`src/rtl/jtag_seq_pkg.sv`:
```
// jtag_seq_pkg -- shared definitions for the JTAG EXTEST sequencer.
//   tap_state_e : TAP controller states, standard 16-state 1149.1 encoding
//   TLR_CYCLES  : TMS=1 cycles used to force Test-Logic-Reset
//   EXTEST      : EXTEST opcode for a 3-bit instruction register
//   is_shift()  : true for the two shift states
package jtag_seq_pkg;

    typedef enum logic [3:0] {
        EX2_DR   = 4'h0,
        EX1_DR   = 4'h1,
        SH_DR    = 4'h2,
        PAUSE_DR = 4'h3,
        SEL_IR   = 4'h4,
        UPD_DR   = 4'h5,
        CAP_DR   = 4'h6,
        SEL_DR   = 4'h7,
        EX2_IR   = 4'h8,
        EX1_IR   = 4'h9,
        SH_IR    = 4'hA,
        PAUSE_IR = 4'hB,
        RTI      = 4'hC,
        UPD_IR   = 4'hD,
        CAP_IR   = 4'hE,
        TLR      = 4'hF
    } tap_state_e;

    localparam int         TLR_CYCLES = 5;
    localparam logic [2:0] EXTEST     = 3'b001;

    function automatic logic is_shift(input tap_state_e s);
        return (s == SH_IR) || (s == SH_DR);
    endfunction

endpackage

```
`src/rtl/jtag_tap_mirror.sv`:
```
// jtag_tap_mirror -- combinational TAP controller next-state function.
// Mirrors what the target TAP does at the rising TCLK edge for a given TMS.
//   state_i : current mirrored TAP state
//   tms_i   : TMS value being driven during the current cycle
//   next_o  : state the target will be in after the closing edge
module jtag_tap_mirror
    import jtag_seq_pkg::*;
(
    input  tap_state_e state_i,
    input  logic       tms_i,
    output tap_state_e next_o
);

    always_comb begin
        next_o = TLR;
        case (state_i)
            TLR:      next_o = tms_i ? TLR      : RTI;
            RTI:      next_o = tms_i ? SEL_DR   : RTI;
            SEL_DR:   next_o = tms_i ? SEL_IR   : CAP_DR;
            CAP_DR:   next_o = tms_i ? EX1_DR   : SH_DR;
            SH_DR:    next_o = tms_i ? EX1_DR   : SH_DR;
            EX1_DR:   next_o = tms_i ? UPD_DR   : PAUSE_DR;
            PAUSE_DR: next_o = tms_i ? EX2_DR   : PAUSE_DR;
            EX2_DR:   next_o = tms_i ? UPD_DR   : SH_DR;
            UPD_DR:   next_o = tms_i ? SEL_DR   : RTI;
            SEL_IR:   next_o = tms_i ? TLR      : CAP_IR;
            CAP_IR:   next_o = tms_i ? EX1_IR   : SH_IR;
            SH_IR:    next_o = tms_i ? EX1_IR   : SH_IR;
            EX1_IR:   next_o = tms_i ? UPD_IR   : PAUSE_IR;
            PAUSE_IR: next_o = tms_i ? EX2_IR   : PAUSE_IR;
            EX2_IR:   next_o = tms_i ? UPD_IR   : SH_IR;
            UPD_IR:   next_o = tms_i ? SEL_DR   : RTI;
            default:  next_o = TLR;
        endcase
    end

endmodule

```
`src/rtl/jtag_extest_sequencer.sv`:
```
// jtag_extest_sequencer -- host-side JTAG master running one boundary-scan
// test per Start: load IR, shift Vector through the BSR, capture the response.
//   TCLK, RstBar   : test clock / async active-low reset (shared with target)
//   Start          : request, accepted only while idle in RTI
//   Instr, Vector  : instruction and stimulus, latched on acceptance
//   TDO            : serial data from target, sampled during SH_DR
//   TMS, TDI       : registered TAP drive
//   Busy, Done     : run in progress / one-cycle completion pulse
//   Response       : captured chain contents, updated with Done
// Optional build macro JTAG_SEQ_TLR_PREAMBLE_EN: each run first forces the
// target through Test-Logic-Reset (5x TMS=1, then TMS=0 back to RTI).
module jtag_extest_sequencer
    import jtag_seq_pkg::*;
#(
    parameter int IR_W  = 3,
    parameter int BSR_W = 20,
    parameter int CNT_W = $clog2((IR_W > BSR_W) ? IR_W : BSR_W)
) (
    input  logic             TCLK,
    input  logic             RstBar,
    input  logic             Start,
    input  logic [IR_W-1:0]  Instr,
    input  logic [BSR_W-1:0] Vector,
    input  logic             TDO,
    output logic             TMS,
    output logic             TDI,
    output logic             Busy,
    output logic             Done,
    output logic [BSR_W-1:0] Response
);

    localparam logic [CNT_W-1:0] IR_LAST  = CNT_W'(IR_W - 1);
    localparam logic [CNT_W-1:0] BSR_LAST = CNT_W'(BSR_W - 1);

    // state_q is the state the target occupies during the current cycle;
    // tms_q/tdi_q are the values it consumes at this cycle's closing edge.
    tap_state_e       state_q, state_d, state_nxt;
    logic             tms_q, tms_d;
    logic             tdi_q, tdi_d;
    logic             busy_q, busy_d;
    logic             done_q, done_d;
    logic             ir_done_q, ir_done_d;
    logic [CNT_W-1:0] cnt_q, cnt_d;
    logic [IR_W-1:0]  instr_q, instr_d;
    logic [BSR_W-1:0] vec_q, vec_d;
    logic [BSR_W-1:0] cap_q, cap_d;
    logic [BSR_W-1:0] resp_q, resp_d;
    logic [IR_W-1:0]  ir_sh;
    logic [BSR_W-1:0] dr_sh;
    logic             accept;

`ifdef JTAG_SEQ_TLR_PREAMBLE_EN
    localparam int PRE_W = $clog2(TLR_CYCLES + 2);
    logic             pre_q, pre_d;
    logic [PRE_W-1:0] pre_cnt_q, pre_cnt_d;
`endif

    jtag_tap_mirror u_mirror (
        .state_i (state_q),
        .tms_i   (tms_q),
        .next_o  (state_nxt)
    );

    // Idle is RTI with no run in flight; the Done cycle qualifies too,
    // which is what lets a held Start run tests back to back.
    assign accept = Start && (state_q == RTI) && !busy_q;

    always_comb begin
        state_d   = state_nxt;
        tms_d     = 1'b1;
        tdi_d     = 1'b0;
        busy_d    = busy_q;
        done_d    = 1'b0;
        ir_done_d = ir_done_q;
        cnt_d     = '0;
        instr_d   = instr_q;
        vec_d     = vec_q;
        cap_d     = cap_q;
        resp_d    = resp_q;
        ir_sh     = '0;
        dr_sh     = '0;

        // TDO is only meaningful while the target shifts its BSR.
        if (state_q == SH_DR)
            cap_d = (cap_q & ~(BSR_W'(1) << cnt_q)) | (BSR_W'(TDO) << cnt_q);

        if (state_q == UPD_IR)
            ir_done_d = 1'b1;

        if ((state_q == UPD_DR) && busy_q) begin
            busy_d = 1'b0;
            done_d = 1'b1;
            resp_d = cap_q;
        end

        if (accept) begin
            instr_d   = Instr;
            vec_d     = Vector;
            busy_d    = 1'b1;
            ir_done_d = 1'b0;
        end

        // Bit index of the shift cycle being entered; zero everywhere else.
        if (is_shift(state_d))
            cnt_d = (state_q == state_d) ? cnt_q + CNT_W'(1) : '0;

        // TMS for the cycle about to start, chosen by the state entered.
        case (state_d)
            TLR:     tms_d = 1'b0;
            RTI:     tms_d = busy_d;        // leave RTI only while a run is active
            SEL_DR:  tms_d = !ir_done_d;    // IR first, then the DR pass
            SEL_IR:  tms_d = 1'b0;
            CAP_IR:  tms_d = 1'b0;
            CAP_DR:  tms_d = 1'b0;
            SH_IR:   tms_d = (cnt_d == IR_LAST);
            SH_DR:   tms_d = (cnt_d == BSR_LAST);
            EX1_IR:  tms_d = 1'b1;
            EX1_DR:  tms_d = 1'b1;
            UPD_IR:  tms_d = 1'b0;
            UPD_DR:  tms_d = 1'b0;
            default: tms_d = 1'b1;          // unreachable; steer toward TLR
        endcase

        if (state_d == SH_IR) begin
            ir_sh = instr_q >> cnt_d;
            tdi_d = ir_sh[0];
        end else if (state_d == SH_DR) begin
            dr_sh = vec_q >> cnt_d;
            tdi_d = dr_sh[0];
        end

`ifdef JTAG_SEQ_TLR_PREAMBLE_EN
        // pre_cnt counts TMS cycles already committed in the preamble:
        // 1..TLR_CYCLES are TMS=1, the next one is TMS=0 (TLR -> RTI), after
        // which the normal sequence starts from RTI as if just accepted.
        pre_d     = pre_q;
        pre_cnt_d = pre_cnt_q;
        if (accept) begin
            pre_d     = 1'b1;
            pre_cnt_d = PRE_W'(1);
            tms_d     = 1'b1;
        end else if (pre_q) begin
            tdi_d = 1'b0;
            cnt_d = '0;
            if (pre_cnt_q < PRE_W'(TLR_CYCLES)) begin
                tms_d     = 1'b1;
                pre_cnt_d = pre_cnt_q + PRE_W'(1);
            end else if (pre_cnt_q == PRE_W'(TLR_CYCLES)) begin
                tms_d     = 1'b0;
                pre_cnt_d = pre_cnt_q + PRE_W'(1);
            end else begin
                pre_d     = 1'b0;
                pre_cnt_d = '0;
                tms_d     = 1'b1;
            end
        end
`endif
    end

    always_ff @(posedge TCLK or negedge RstBar) begin
        if (!RstBar) begin
            state_q   <= TLR;
            tms_q     <= 1'b1;
            tdi_q     <= 1'b0;
            busy_q    <= 1'b0;
            done_q    <= 1'b0;
            ir_done_q <= 1'b0;
            cnt_q     <= '0;
            instr_q   <= IR_W'(EXTEST);
            vec_q     <= '0;
            cap_q     <= '0;
            resp_q    <= '0;
`ifdef JTAG_SEQ_TLR_PREAMBLE_EN
            pre_q     <= 1'b0;
            pre_cnt_q <= '0;
`endif
        end else begin
            state_q   <= state_d;
            tms_q     <= tms_d;
            tdi_q     <= tdi_d;
            busy_q    <= busy_d;
            done_q    <= done_d;
            ir_done_q <= ir_done_d;
            cnt_q     <= cnt_d;
            instr_q   <= instr_d;
            vec_q     <= vec_d;
            cap_q     <= cap_d;
            resp_q    <= resp_d;
`ifdef JTAG_SEQ_TLR_PREAMBLE_EN
            pre_q     <= pre_d;
            pre_cnt_q <= pre_cnt_d;
`endif
        end
    end

    assign TMS      = tms_q;
    assign TDI      = tdi_q;
    assign Busy     = busy_q;
    assign Done     = done_q;
    assign Response = resp_q;

endmodule

```
`config.mk`:
```
export PLATFORM = sky130hd
export DESIGN_NAME = jtag_extest_sequencer
export DESIGN_NICKNAME = d
export VERILOG_FILES = /design/src/rtl/jtag_seq_pkg.sv /design/src/rtl/jtag_tap_mirror.sv /design/src/rtl/jtag_extest_sequencer.sv
export SDC_FILE = /design/constraint.sdc
export NUM_CORES = 1
export LEC_CHECK = 0
export CORE_MARGIN = 5
export CORE_UTILIZATION = 52
export CTS_CLUSTER_SIZE = 12
export DETAILED_ROUTE_END_ITERATION = 10
export PLACE_DENSITY_LB_ADDON = 0.1
export SETUP_SLACK_MARGIN = 0.5
export SLEW_MARGIN = 10
export SYNTH_ARGS = -nofsm -noshare
export SYNTH_HDL_FRONTEND = slang
export SYNTH_HIERARCHICAL = 1
export SYNTH_SLANG_ARGS = --single-unit
```
`constraint.sdc`:
```
create_clock -name TCLK -period 5.2 [get_ports TCLK]
set_input_delay 0.78 -clock TCLK [delete_from_list [all_inputs] [get_ports TCLK]]
set_output_delay 0.78 -clock TCLK [all_outputs]
set_load 0.1 [all_outputs]
```
==> results.json <==
{
  "cp_cell_sequence": "clkdlybuf4s50_1",
  "post_cts_resized": 0,
  "slew_violations": 0,
  "crit_family": "buffers and inverters",
  "die_x_um": 92.01,
  "r2r_start": "state_q[2]$_DFF_PN1_",
  "coreArea_um2": 6459,
  "syn_avg_cell_area_um2": 12.40,
  "crit_cells": 1,
  "crit_path_max_fanout": 7,
  "grt_pass1_vias": 2324,
  "hold_buffers": 0,
  "area_growth_pct": 22.58,
  "hp-class": "reg2reg",
  "gp_congestion": 0.8262,
  "via_per_inst": 5.667,
  "cts_tree": "yes",
  "critPathRequiredTime_ns": 4.42,
  "stdcell_area_um2": 4287,
  "firstDrtPassIters": 5,
  "tightest_slew_ns": 0.9983,
  "dieArea_um2": 8465,
  "placed_cell_area_um2": 4056,
  "num_rows": 29,
  "whs_ns": 0.4921,
  "grt_max_degree": 78,
  "wl_um": 6586,
  "numCtsBuffers": 9,
  "antenna_found_initial": 0,
  "worstSetupEndpointType": "output port",
  "via_count": 2363,
  "skew_ns": 0.01154,
  "final.setup.tns_ns": 0,
  "synth_seq_cells": 77,
  "clock_sinks": 77,
  "grt_pass1_wl_um": 11230,
  "slowest_stage": "clkdlybuf4s50_1",
  "final_nets": 368,
  "ant_nets": 0,
  "setup.worst_path.end": "TMS",
  "syn_nets": 315,
  "synthArstFlopShare_pct": 100.0,
  "setup_viol": 0,
  "cp-start-kind": "flop",
  "num-fill-cells": 508,
  "yosysTopAreaCell": "dfrtp_1",
  "hold_viol": 0,
  "drive_above_1_share_pct": 25.29,
  "clk_pin_slew_ns": 0.08,
  "max_slew_margin_pct": 33.45,
  "reg2reg_slack_ns": 2.33,
  "r2r_end": "TDI$_DFF_PN0_",
  "reg2reg_depth": 10,
  "ys_types": 45,
  "synthFlopType": "dfrtp_1",
  "cap_viol_max_count": 0,
  "synth_edf_count": 0,
  "cts-htree-levels": 3,
  "clock-root-buffer": "clkbuf_8",
  "synth_warnings": 6,
  "worstSetupPathType": "reg2out",
  "drt-wirelength-per-cell_um": 15.79,
  "power.density_nw_per_um2": 471.0,
  "cts_buffer_depth": 2,
  "clkLatencyLatePin_ns": 0.35,
  "total_leakage_power_uw": 0.001648,
  "place_inst": 401,
  "rsz0062_at_grt": "no",
  "drt_iter0_drc": 75,
  "status": "completed",
  "mostFrequentLayoutCell": "dfrtp_1",
  "crit_arrival_ns": 2.09,
  "track_usage_pct": 16.73,
  "drcViolationCount": 0,
  "ys_top_cells_by_area": "dfrtp_1 51%, mux2_2 14%, o21ai_0 5.3%",
  "antenna-diode-count": 0,
  "fin_crit_ns": 2.873,
  "crit_buf_inv": 1,
  "portBuffers": 50,
  "synth_top_area_share_pct": 50.81,
  "dieHeight_um": 92.01,
  "io_pins": 51,
  "syn_inst": 282,
  "cts_setup_buffers": 0,
  "start_util_pct": 54.15,
  "synth-seq-area-share_pct": 55.31,
  "post-route-period-util_pct": 55.26,
  "dp_hpwl_um": 4545,
  "post-route-util_pct": 66.37,
  "cp-startpoint": "TMS$_DFF_PN1_",
  "final_cells": 417,
  "grt.overflow.total": 0,
  "timing.fmax_ghz": 0.3480,
  "slowest_delay_ns": 1.15,
  "syn_area_um2": 3497,
  "layout_common_cells": "71 x dfrtp_1, 49 x clkdlybuf4s50_1, 45 x mux2_2, 37 x o21ai_0, 19 x nand2_1",
  "ir_worst_vdd_mv": 0.2751
}
## stage by stage
step	power [µW]	setup WS, ns
after global placement	1497	2.364
final	2019	2.327
after CTS	2037	2.305
after floorplan	1351	2.481
after detailed placement	1524	2.335
after global routing	2127	2.102
## metal layers
| layer | track usage (%) | share of wire [%] | wire (µm) | vias to the layer above |
|---|---|---|---|---|
| met3 | 3.682 | 4.9 | 321 | 11 |
| met5 | 0 | 0 | 0 | - |
| met1 | 24.06 | 48 | 3179 | 1168 |
| met4 | 8.540 | 1.7 | 114 | 0 |
| li1 | - | - | - | 1123 |
| met2 | 23.84 | 45 | 2970 | 61 |
## cell families (layout without fill, tap and decap cells)
logic type | Yosys count | in the layout | share of synthesized area [%]
flops | 77 | 77 | 55.31
simple gates | 65 | 65 | 11.06
compound gates | 58 | 58 | 9.732
mux | 50 | 50 | 17.35
buf+inv | 19 | 77 | 2.433
xor+xnor | 7 | 7 | 1.968
fa+ha+maj | 6 | 6 | 2.147
## state kept, by name (all words and copies together) (netlist names)
register and flops:
TDI 1, Response 20, instr_q 3, Done 1
cap_q 20, vec_q 20, state_q 4, TMS 1
ir_done_q 1, cnt_q 5, Busy 1
## synth_stat cells, drive strengths merged, types with 2 or more instances
master and n:
dfrtp 71, mux2 45, o21ai 37, nand2 21, inv 10, nand3 10, buf 9, nor2 9
a21oi 7, dfstp 6, ha 6, xor2 6, mux4 4, a22o 3, nand2b 3, nor2b 3
nor3 3, nor4 3, a31oi 2, and2 2, nand4 2, nand4b 2, nor3b 2, o21a 2
o31ai 2
## worst min-delay path by stage
stage	slack (ns)	start	to	cells after the start
final	0.49	cap_q[15]$_DFFE_PN0N_	cap_q[15]$_DFFE_PN0N_	2
after floorplan	0.44	cap_q[15]$_DFFE_PN0N_	cap_q[15]$_DFFE_PN0N_	2
after detailed placement	0.48	cap_q[15]$_DFFE_PN0N_	cap_q[15]$_DFFE_PN0N_	2
after global routing	0.52	cap_q[5]$_DFFE_PN0N_	Response[5]$_DFFE_PN0P_	1
after global placement	0.47	cap_q[15]$_DFFE_PN0N_	cap_q[15]$_DFFE_PN0N_	2
after CTS	0.50	cap_q[15]$_DFFE_PN0N_	cap_q[15]$_DFFE_PN0N_	2
## area by class of cell
cell class / count / area (µm²) / share of cell area [%]
clock buffers: 10 / 137.6 / 3.211
flip-flops and latches: 77 / 1934 / 45.13
multi-input cells: 186 / 1483 / 34.59
repair buffers: 51 / 505.5 / 11.79
clock inverters: 6 / 92.59 / 2.160
well taps: 77 / 96.34 / 2.248
inverters: 10 / 37.54 / 0.8757
## report_power, final
part | total, µW | internal [µW] | switching (µW)
registers | 867 | 748 | 119
clock network | 508 | 287 | 222
logic | 644 | 273 | 371
Note: power is estimated with default switching activity, not from simulation.
